## src/rtl/shared_timer_arbiter.sv

```systemverilog
//-----------------------------------------------------------------------------
// shared_timer_arbiter
//
// Purpose:
//   Shares one CW-bit step counter among NREQ requesters. Each requester
//   raises req[i] together with a length len[i]. The arbiter picks one
//   requester round-robin, runs the counter for max(len,1) cycles, and then
//   pulses done[i] for one cycle. Only one delay runs at a time.
//
// Ports:
//   clk    in   1         clock, rising edge
//   rst_n  in   1         asynchronous active-low reset
//   req    in   NREQ      level request per requester, held until its done
//   len    in   NREQ*CW   requested length, requester i uses [i*CW +: CW]
//   grant  out  NREQ      one-hot owner of the counter (registered)
//   busy   out  1         high whenever the arbiter is not idle
//   done   out  NREQ      one-cycle completion pulse to the owner (registered)
//   count  out  CW        current step count (registered)
//-----------------------------------------------------------------------------
module shared_timer_arbiter #(
    parameter int NREQ = 4,
    parameter int CW   = 4
) (
    input  logic               clk,
    input  logic               rst_n,
    input  logic [NREQ-1:0]    req,
    input  logic [NREQ*CW-1:0] len,
    output logic [NREQ-1:0]    grant,
    output logic               busy,
    output logic [NREQ-1:0]    done,
    output logic [CW-1:0]      count
);

    localparam int PW = (NREQ > 1) ? $clog2(NREQ) : 1;

    typedef enum logic [1:0] {
        S_IDLE = 2'd0,
        S_RUN  = 2'd1,
        S_DONE = 2'd2
    } state_t;

    state_t            r_state;
    logic [PW-1:0]     r_ptr;
    logic [CW-1:0]     r_lq;
    logic [CW-1:0]     r_count;
    logic [NREQ-1:0]   r_grant;
    logic [NREQ-1:0]   r_done;

    logic              w_any;
    logic [PW-1:0]     w_win;
    logic [PW-1:0]     w_idx;
    logic [NREQ-1:0]   w_onehot;
    logic [CW-1:0]     w_len;
    logic [CW-1:0]     w_last;

    // Final count value for a latched length: a length of zero still runs
    // for one cycle, so the last step is 0 for both len=0 and len=1.
    function automatic logic [CW-1:0] last_step(input logic [CW-1:0] lq);
        if (lq == '0) begin
            return '0;
        end
        return lq - CW'(1);
    endfunction

    // Round-robin search starting just after the last winner. The loop runs
    // from the farthest candidate towards the nearest one so that the
    // nearest asserted request is the one left in w_win.
    always_comb begin
        w_any = 1'b0;
        w_win = '0;
        w_idx = '0;
        for (int k = NREQ; k >= 1; k--) begin
            w_idx = PW'((int'(r_ptr) + k) % NREQ);
            if (req[w_idx]) begin
                w_any = 1'b1;
                w_win = w_idx;
            end
        end
    end

    assign w_onehot = NREQ'(1) << w_win;
    assign w_len    = len[int'(w_win)*CW +: CW];
    assign w_last   = last_step(r_lq);

    // Sequencer: IDLE -> RUN (T cycles) -> DONE (1 cycle) -> IDLE.
    // req and len are only looked at in IDLE; a running delay cannot be
    // cancelled by the requester, only by reset.
    always_ff @(posedge clk or negedge rst_n) begin
        if (!rst_n) begin
            r_state <= S_IDLE;
            r_ptr   <= PW'(NREQ - 1);
            r_lq    <= '0;
            r_count <= '0;
            r_grant <= '0;
            r_done  <= '0;
        end else begin
            case (r_state)
                S_IDLE: begin
                    r_count <= '0;
                    r_done  <= '0;
                    if (w_any) begin
                        r_state <= S_RUN;
                        r_grant <= w_onehot;
                        r_ptr   <= w_win;
                        r_lq    <= w_len;
                    end else begin
                        r_grant <= '0;
                    end
                end
                S_RUN: begin
                    if (r_count == w_last) begin
                        // Count holds at T-1 through the DONE cycle.
                        r_state <= S_DONE;
                        r_done  <= r_grant;
                    end else begin
                        r_count <= r_count + CW'(1);
                    end
                end
                S_DONE: begin
                    r_state <= S_IDLE;
                    r_grant <= '0;
                    r_done  <= '0;
                    r_count <= '0;
                end
                default: begin
                    r_state <= S_IDLE;
                    r_grant <= '0;
                    r_done  <= '0;
                    r_count <= '0;
                end
            endcase
        end
    end

    assign grant = r_grant;
    assign done  = r_done;
    assign count = r_count;
    assign busy  = (r_state != S_IDLE);

endmodule

```

## config.mk

```make
export PLATFORM = sky130hd
export DESIGN_NAME = shared_timer_arbiter
export DESIGN_NICKNAME = d
export VERILOG_FILES = /design/src/rtl/shared_timer_arbiter.sv
export SDC_FILE = /design/constraint.sdc
export NUM_CORES = 1
export LEC_CHECK = 0
export BUFFER_PORTS_ARGS = -buffer_cell sky130_fd_sc_hd__buf_4
export CORE_MARGIN = 2
export CORE_UTILIZATION = 38
export CTS_CLUSTER_DIAMETER = 30
export DETAILED_ROUTE_END_ITERATION = 12
export PLACE_DENSITY = 0.64
export RECOVER_POWER = 100
export SLEW_MARGIN = 25
export SYNTH_ARGS = -nofsm -noshare
export SYNTH_HDL_FRONTEND = slang
export SYNTH_SLANG_ARGS = --single-unit
```

## constraint.sdc

```tcl
create_clock -name clk -period 1.9 [get_ports clk]
set_input_delay 0.38 -clock clk [delete_from_list [all_inputs] [get_ports clk]]
set_output_delay 0.38 -clock clk [all_outputs]
set_load 0.02 [all_outputs]
```

==> results of run 1 <==
Yosys cell counts, types with 2 or more instances:
cell / instances / area, sq um
dfrtp_1: 18 / 450
clkbuf_1: 2 / 7.51
inv_1: 5 / 18.8
o221ai_1: 5 / 43.8
o21ai_0: 6 / 30.0
buf_6: 2 / 22.5
nor2_1: 5 / 18.8
dfstp_2: 2 / 52.6
nor3_1: 2 / 10.0
nand2b_1: 5 / 31.3
mux2i_1: 14 / 140
nand2_1: 20 / 75.1
a21oi_1: 5 / 25.0
o21ba_2: 2 / 20.0
buf_2: 2 / 10.0
nand3b_1: 3 / 22.5
o22ai_1: 3 / 18.8
cell type report:
cell class	instances	area [sq um]	share of cell area (%)
well taps	44	55.1	3.54
flip-flops and latches	20	504	32.4
repair buffers	41	255	16.4
clock buffers	3	22.5	1.45
inverters	5	18.8	1.21
multi-input cells	95	671	43.1
clock inverters	1	30.0	1.93
metal layers:
| metal | global-route usage (%) | wire [microns] | vias to the layer above | part of all wire, % |
|---|---|---|---|---|
| met5 | 0 | 0 | - | 0 |
| met4 | 3.04 | 53 | 0 | 1.8 |
| met3 | 4.83 | 162 | 6 | 5.5 |
| met2 | 32.1 | 1430 | 40 | 48 |
| met1 | 23.9 | 1320 | 548 | 44 |
| li1 | - | - | 547 | - |
state kept, by name, summed over array words and instances, names as in the netlist:
name,cells
count,4
done,4
grant,4
r_lq,4
r_ptr,2
r_state,2
cells by family (layout without fill, tap and decap cells):
group / count (synthesis) / count (layout)
simple gates: 42 / 42
compound gates: 38 / 38
flops: 20 / 20
mux: 14 / 14
buf+inv: 12 / 50
fa+ha+maj: 1 / 1
path summary, 6_finish.rpt:
check,endpoint,cells after the start
worst min-delay path,r_ptr[1]$_DFFE_PN1P_,4
worst min register to register,r_ptr[1]$_DFFE_PN1P_,2
worst max register to register,done[2]$_DFFE_PN0P_,4
min in group asynchronous,done[3]$_DFFE_PN0P_,2
max in group asynchronous,r_lq[0]$_DFFE_PN0P_,2
worst max-delay path,done[2]$_DFFE_PN0P_,4
timing repair:
| action | in CTS | in global routing |
|---|---|---|
| buffers inserted | 0 | 0 |
| setup endpoints to repair | 0 | 4 |
| endpoints found under the hold margin | 18 | 0 |
| gates resized for setup | 0 | 2 |
| hold buffers | 1 | 0 |
per-stage QoR:
| step | std cells | instance area, sq um | hold slack [ns] | setup slack [ns] |
|---|---|---|---|---|
| after floorplan | 127 | 1250 | 0.0844 | 0.242 |
| after global placement | 204 | 1560 | 0.278 | 0.209 |
| after detailed placement | 204 | 1560 | 0.282 | 0.108 |
| after CTS | 209 | 1620 | 0.367 | 0.0981 |
| after global routing | 209 | 1560 | 0.388 | 0.0223 |
| final | 209 | 1560 | 0.389 | 0.173 |
power groups by stage:
| stage | combinational, mW | sequential, mW | clock [mW] |
|---|---|---|---|
| after CTS | 1.47 | 0.824 | 0.370 |
| after floorplan | 1.01 | 0.852 | 0 |
| final | 1.36 | 0.828 | 0.363 |
| after global routing | 1.51 | 0.867 | 0.382 |
| after detailed placement | 1.46 | 0.834 | 0 |
| after global placement | 1.43 | 0.820 | 0 |
cell usage in the layout, fill, tap and decap left out, types with 2 or more instances in the layout:
master    instances
o22ai_1           3
mux2i_1          14
nand2_1          20
clkbuf_1         14
a21oi_1           6
inv_1             5
buf_4            25
dfstp_2           2
nor2_1            6
dfrtp_1          17
o221ai_1          5
o21ba_2           2
o21ai_0           6
nor3_1            2
nand3b_1          3
nand2b_1          5
clkbuf_4          3
worst max-delay path: cells and delay by family, from the launching register on:
family / cells / cell delay [ns]
AOI/OAI and AO/OA: 3 / 0.90
DFF: 1 / 0.50
muxes: 1 / 0.25
==> flow_metrics.tcl, run 1 <==
set metrics [dict create \
    relSlewSlack_pct 24.9 \
    first_pass_iters 4 \
    die_x_microns 61.4 \
    nets 189 \
    clk_pin_slew_ns 0.13 \
    leakage_nw 0.704 \
    grt_pass1_wl_microns 5150 \
    dieArea_sq_mm 0.00376 \
    power.internal_mw 1.40 \
    cts_max_level 1 \
    hold_viol_final 0 \
    p_total_mw 2.55 \
    final_layout_size_suffix_gt1_share_pct 26.1 \
    grt_overflow 0 \
    status "complete, no violations" \
    grt_pass1_vias 1157 \
    clock.fmax_ghz 0.579 \
    start_kind "flip-flop" \
    ys_warn_count 0 \
    grt_start_max_net_pins 21 \
    ys_async_sr_fraction_pct 100 \
    synth_compound_area_share_pct 25.8 \
    antenna_found_initial 0 \
    yosys_register_bits 20 \
    start_util_pct 40.3 \
    portBuffers 34 \
    dp_hpwl_microns 2260 \
    critPathMaxFanout 10 \
    ys_seq_area_share_pct 40.2 \
    drv_cap 0 \
    fin_util_pct 50.2 \
    tightest_slew_ns 1.13 \
    clockBufferDepth 2 \
    syn_inst 127 \
    yosys.area_share.simple_pct 16.4 \
    cts_tree "built" \
    worstPathRequired_ns 2.14 \
    pwr-share-comb_pct 53.3 \
    critPathKind "flip-flop to flip-flop" \
    power.switching_mw 1.15 \
    fill_cells 322 \
    max_stage_delay_ns 0.50 \
    worstReg2RegStart "r_lq[1]$_DFFE_PN0P_" \
    worstPathArrival_ns 1.96 \
    avgSynthCellArea_sq_um 9.84 \
    cts-buffers-inserted 3 \
    grtUsageTotal_pct 18.6 \
    synthFlopType "dfrtp_1" \
    setup_violations 0 \
    hp-start "req[2]" \
    drtIter0Drc 26 \
    wirelength_microns 2970 \
    cp-end-kind "flip-flop" \
    die_h_microns 61.4 \
    period_minus_slack_ns 1.73 \
    core-area_sq_mm 0.00310 \
    vias 1141 \
    wire_per_inst_microns 14.2 \
    synthXorXnorAreaFrac_pct 0 \
    clock_power_share_pct 14.2 \
    rsz0062_at_grt "no" \
    syn_nets 150 \
    power_density_mw_per_mm2 1640 \
    row_count 20 \
    root_buffer "clkbuf_4" \
    via_per_inst 5.46 \
    n_antenna_cell 0 \
    yosys.cell_types.count 43 \
    netlist_area_sq_mm 0.00125 \
    synth_mux_area_share_pct 11.2 \
    drc 0 \
    fin_crit_sh_pct 90.9 \
    p_sw_share_pct 45.2 \
    gp_congestion 0.770 \
    cts_sinks 20 \
    crit_slowest_cell "dfrtp_1" \
    ir_drop_v 0.000660 \
    p_seq_share_pct 32.5 \
    area_delta_synth_final_pct 24.5 \
    setup_tns_ns 0 \
    synth_top_family_by_area "compound AO/OA/AOI/OAI gates" \
    critPathLaunch "r_lq[1]$_DFFE_PN0P_" \
    pin_count 35 \
    worstHoldPathType "input port to flip-flop" \
    synth_edf_count 0 \
    finClkSkew_ns 0.00805 \
    drtAntennaViolNets 0 \
    clk_latency_ns 0.32 \
    maxSlewViolCount 0 \
    reg2reg_slack_ns 0.17 \
    synth-adder-area-share_pct 1.00 \
    path_cells "o21ai_1 -> o22ai_1 -> o21ai_4 -> mux2i_1" \
]
Note: power is estimated with default switching activity, not from simulation.
==> run 2, diff against run 1 <==
==> constraint.sdc (replaced) <==
create_clock -name clk -period 1.8 [get_ports clk]
set_input_delay 0.36 -clock clk [delete_from_list [all_inputs] [get_ports clk]]
set_output_delay 0.36 -clock clk [all_outputs]
set_load 0.02 [all_outputs]
==> run 2 against run 1 <==
Effect of this change: cell area increased by 2.4%; sequential share of layout area decreased by 0.61 points; global-route usage about the same; fmax decreased by 1.8%; flip-flop and latch count unchanged; sequential power increased by 5.0%; count of clock-buffer cells in the layout increased by 1; critical path depth increased by 2; cell count increased by 1.9%; core utilization increased by 1.2 points; critical endpoint is now done[3]$_DFFE_PN0P_.
==> flow_metrics.tcl, run 2 (synthesized netlist as in run 1, its figures left out) <==
set metrics [dict create \
    fin_util_pct 51.4 \
    met3_usage_pct 4.62 \
    dp_hpwl_microns 2220 \
    start_util_pct 40.3 \
    dieArea_sq_mm 0.00376 \
    area_delta_synth_final_pct 27.5 \
    p_total_mw 2.70 \
    ir_drop_v 0.000707 \
    cts_tree "built" \
    multi_input_area_sq_um 688 \
    finClkSkew_ns 0.00220 \
    clockBufferDepth 2 \
    maxSlewViolCount 0 \
    use_met2_pct 29.5 \
    cts_sinks 20 \
    cp-end-kind "flip-flop" \
    cts_max_level 1 \
    worstReg2RegStart "r_lq[1]$_DFFE_PN0P_" \
    wirelength_microns 3010 \
    grt-busiest-layer "met2" \
    pin_count 35 \
    grt_overflow 0 \
    root_buffer "clkbuf_4" \
    path_cells "buf_4 -> a221oi_1 -> o221a_2 -> o21ai_2 -> buf_4 -> mux2i_1" \
    relSlewSlack_pct 26.2 \
    rsz0062_at_grt "yes" \
    drtIter0Drc 41 \
    start_kind "flip-flop" \
    worstPathArrival_ns 2.00 \
    cp_common_cell "buf_4" \
    max_stage_delay_ns 0.45 \
    cts-buffers-inserted 3 \
    place_inst 206 \
    gp_congestion 0.772 \
    drc 0 \
    fin_cells 213 \
    worstHoldPathType "input port to flip-flop" \
    critPathMaxFanout 6 \
    power_density_mw_per_mm2 1700 \
    setup_violations 0 \
    portBuffers 34 \
    fill_cells 312 \
    drtAntennaViolNets 0 \
    antenna_found_initial 0 \
    grt_pass1_vias 1067 \
    n_antenna_cell 0 \
    grt_use_met1_pct 24.0 \
    leakage_nw 0.719 \
    drv_cap 0 \
    final_layout_size_suffix_gt1_share_pct 32.0 \
    row_count 20 \
    worstPathRequired_ns 2.04 \
    nets 193 \
    critPathKind "flip-flop to flip-flop" \
    die_x_microns 61.4 \
    tightest_slew_ns 1.11 \
    final_cell_mix "buf_4 (30), nand2_1 (20), dfrtp_1 (15), mux2i_1 (13), clkbuf_1 (13)" \
    fin_crit_sh_pct 97.7 \
    wire_per_inst_microns 14.1 \
    die_h_microns 61.4 \
    clk_latency_ns 0.31 \
    hold_slack_ns 0.352 \
    period_minus_slack_ns 1.76 \
    grt_pass1_wl_microns 5060 \
    core-area_sq_mm 0.00310 \
    regArea_sq_um 507 \
    critPathLaunch "r_lq[1]$_DFFE_PN0P_" \
    vias 1136 \
    first_pass_iters 4 \
    hp-start "req[3]" \
    via_per_inst 5.33 \
    hold_viol_final 0 \
    crit_slowest_cell "dfrtp_2" \
    layout_commonest_cell "buf_4" \
    grtUsageTotal_pct 18.6 \
    clk_pin_slew_ns 0.12 \
    clock.fmax_ghz 0.569 \
    status "complete, no violations" \
    grt_start_max_net_pins 21 \
]
==> run 2: cell types whose count changed in the layout (fill, tap and decap cells not counted), moves of 2 or more <==
cell,previous run,this run
dfrtp_2,1,3
o21ai_2,0,2
buf_4,25,30
dfrtp_1,17,15
==> run 2: worst paths after layout <==
| check | to | slack (ns) | cells after the start |
|---|---|---|---|
| min | r_ptr[1]$_DFFE_PN1P_ | 0.35 | 4 |
| min reg2reg | r_ptr[1]$_DFFE_PN1P_ | 0.52 | 2 |
| max reg2reg | done[3]$_DFFE_PN0P_ | 0.04 | 6 |
| max | done[3]$_DFFE_PN0P_ | 0.04 | 6 |
| min in group asynchronous | done[3]$_DFFE_PN0P_ | 0.76 | 2 |
| max in group asynchronous | r_lq[3]$_DFFE_PN0P_ | 0.31 | 2 |
==> run 2: metal layers <==
| metal | wire (microns) | vias up |
|---|---|---|
| met5 | 0 | - |
| met4 | 49 | 0 |
| met3 | 140 | 4 |
| met2 | 1410 | 30 |
| met1 | 1410 | 548 |
| li1 | - | 554 |
==> run 2: timing repair <==
item                                   in CTS  in global routing
setup buffers                               0                  2
gates resized for setup                     0                  6
setup endpoints to repair                   0                  9
endpoints found under the hold margin      18                  0
hold buffers                                1                  0
==> run 2: cell type report <==
type	count	area share (%)
Inverter	5	1.18
Multi-Input combinational cell	95	43.2
Timing Repair Buffer	45	18.1
Tap cell	44	3.45
Sequential cell	20	31.8
Clock buffer	4	2.28
==> run 2: where the power goes <==
| part | internal (mW) | switching, mW |
|---|---|---|
| clock | 0.124 | 0.152 |
| combinational | 0.679 | 0.879 |
| sequential | 0.653 | 0.216 |
| total | 1.46 | 1.25 |
==> run 2: stage by stage <==
stage                     cell area [sq um]  setup WS [ns]  TNS, ns
after floorplan                        1250          0.142        0
after detailed placement               1570         0.0423        0
after global routing                   1590        -0.0429   -0.131
after global placement                 1570          0.117        0
after CTS                              1620         0.0323        0
final                                  1590         0.0418        0
==> run 2: worst max-delay path, delay by kind of cell (launching register included) <==
kind | cells | cell delay, ns
flip-flops | 1 | 0.45
AO/OA/AOI/OAI | 3 | 0.75
buffers and inverters | 2 | 0.33
multiplexers | 1 | 0.16
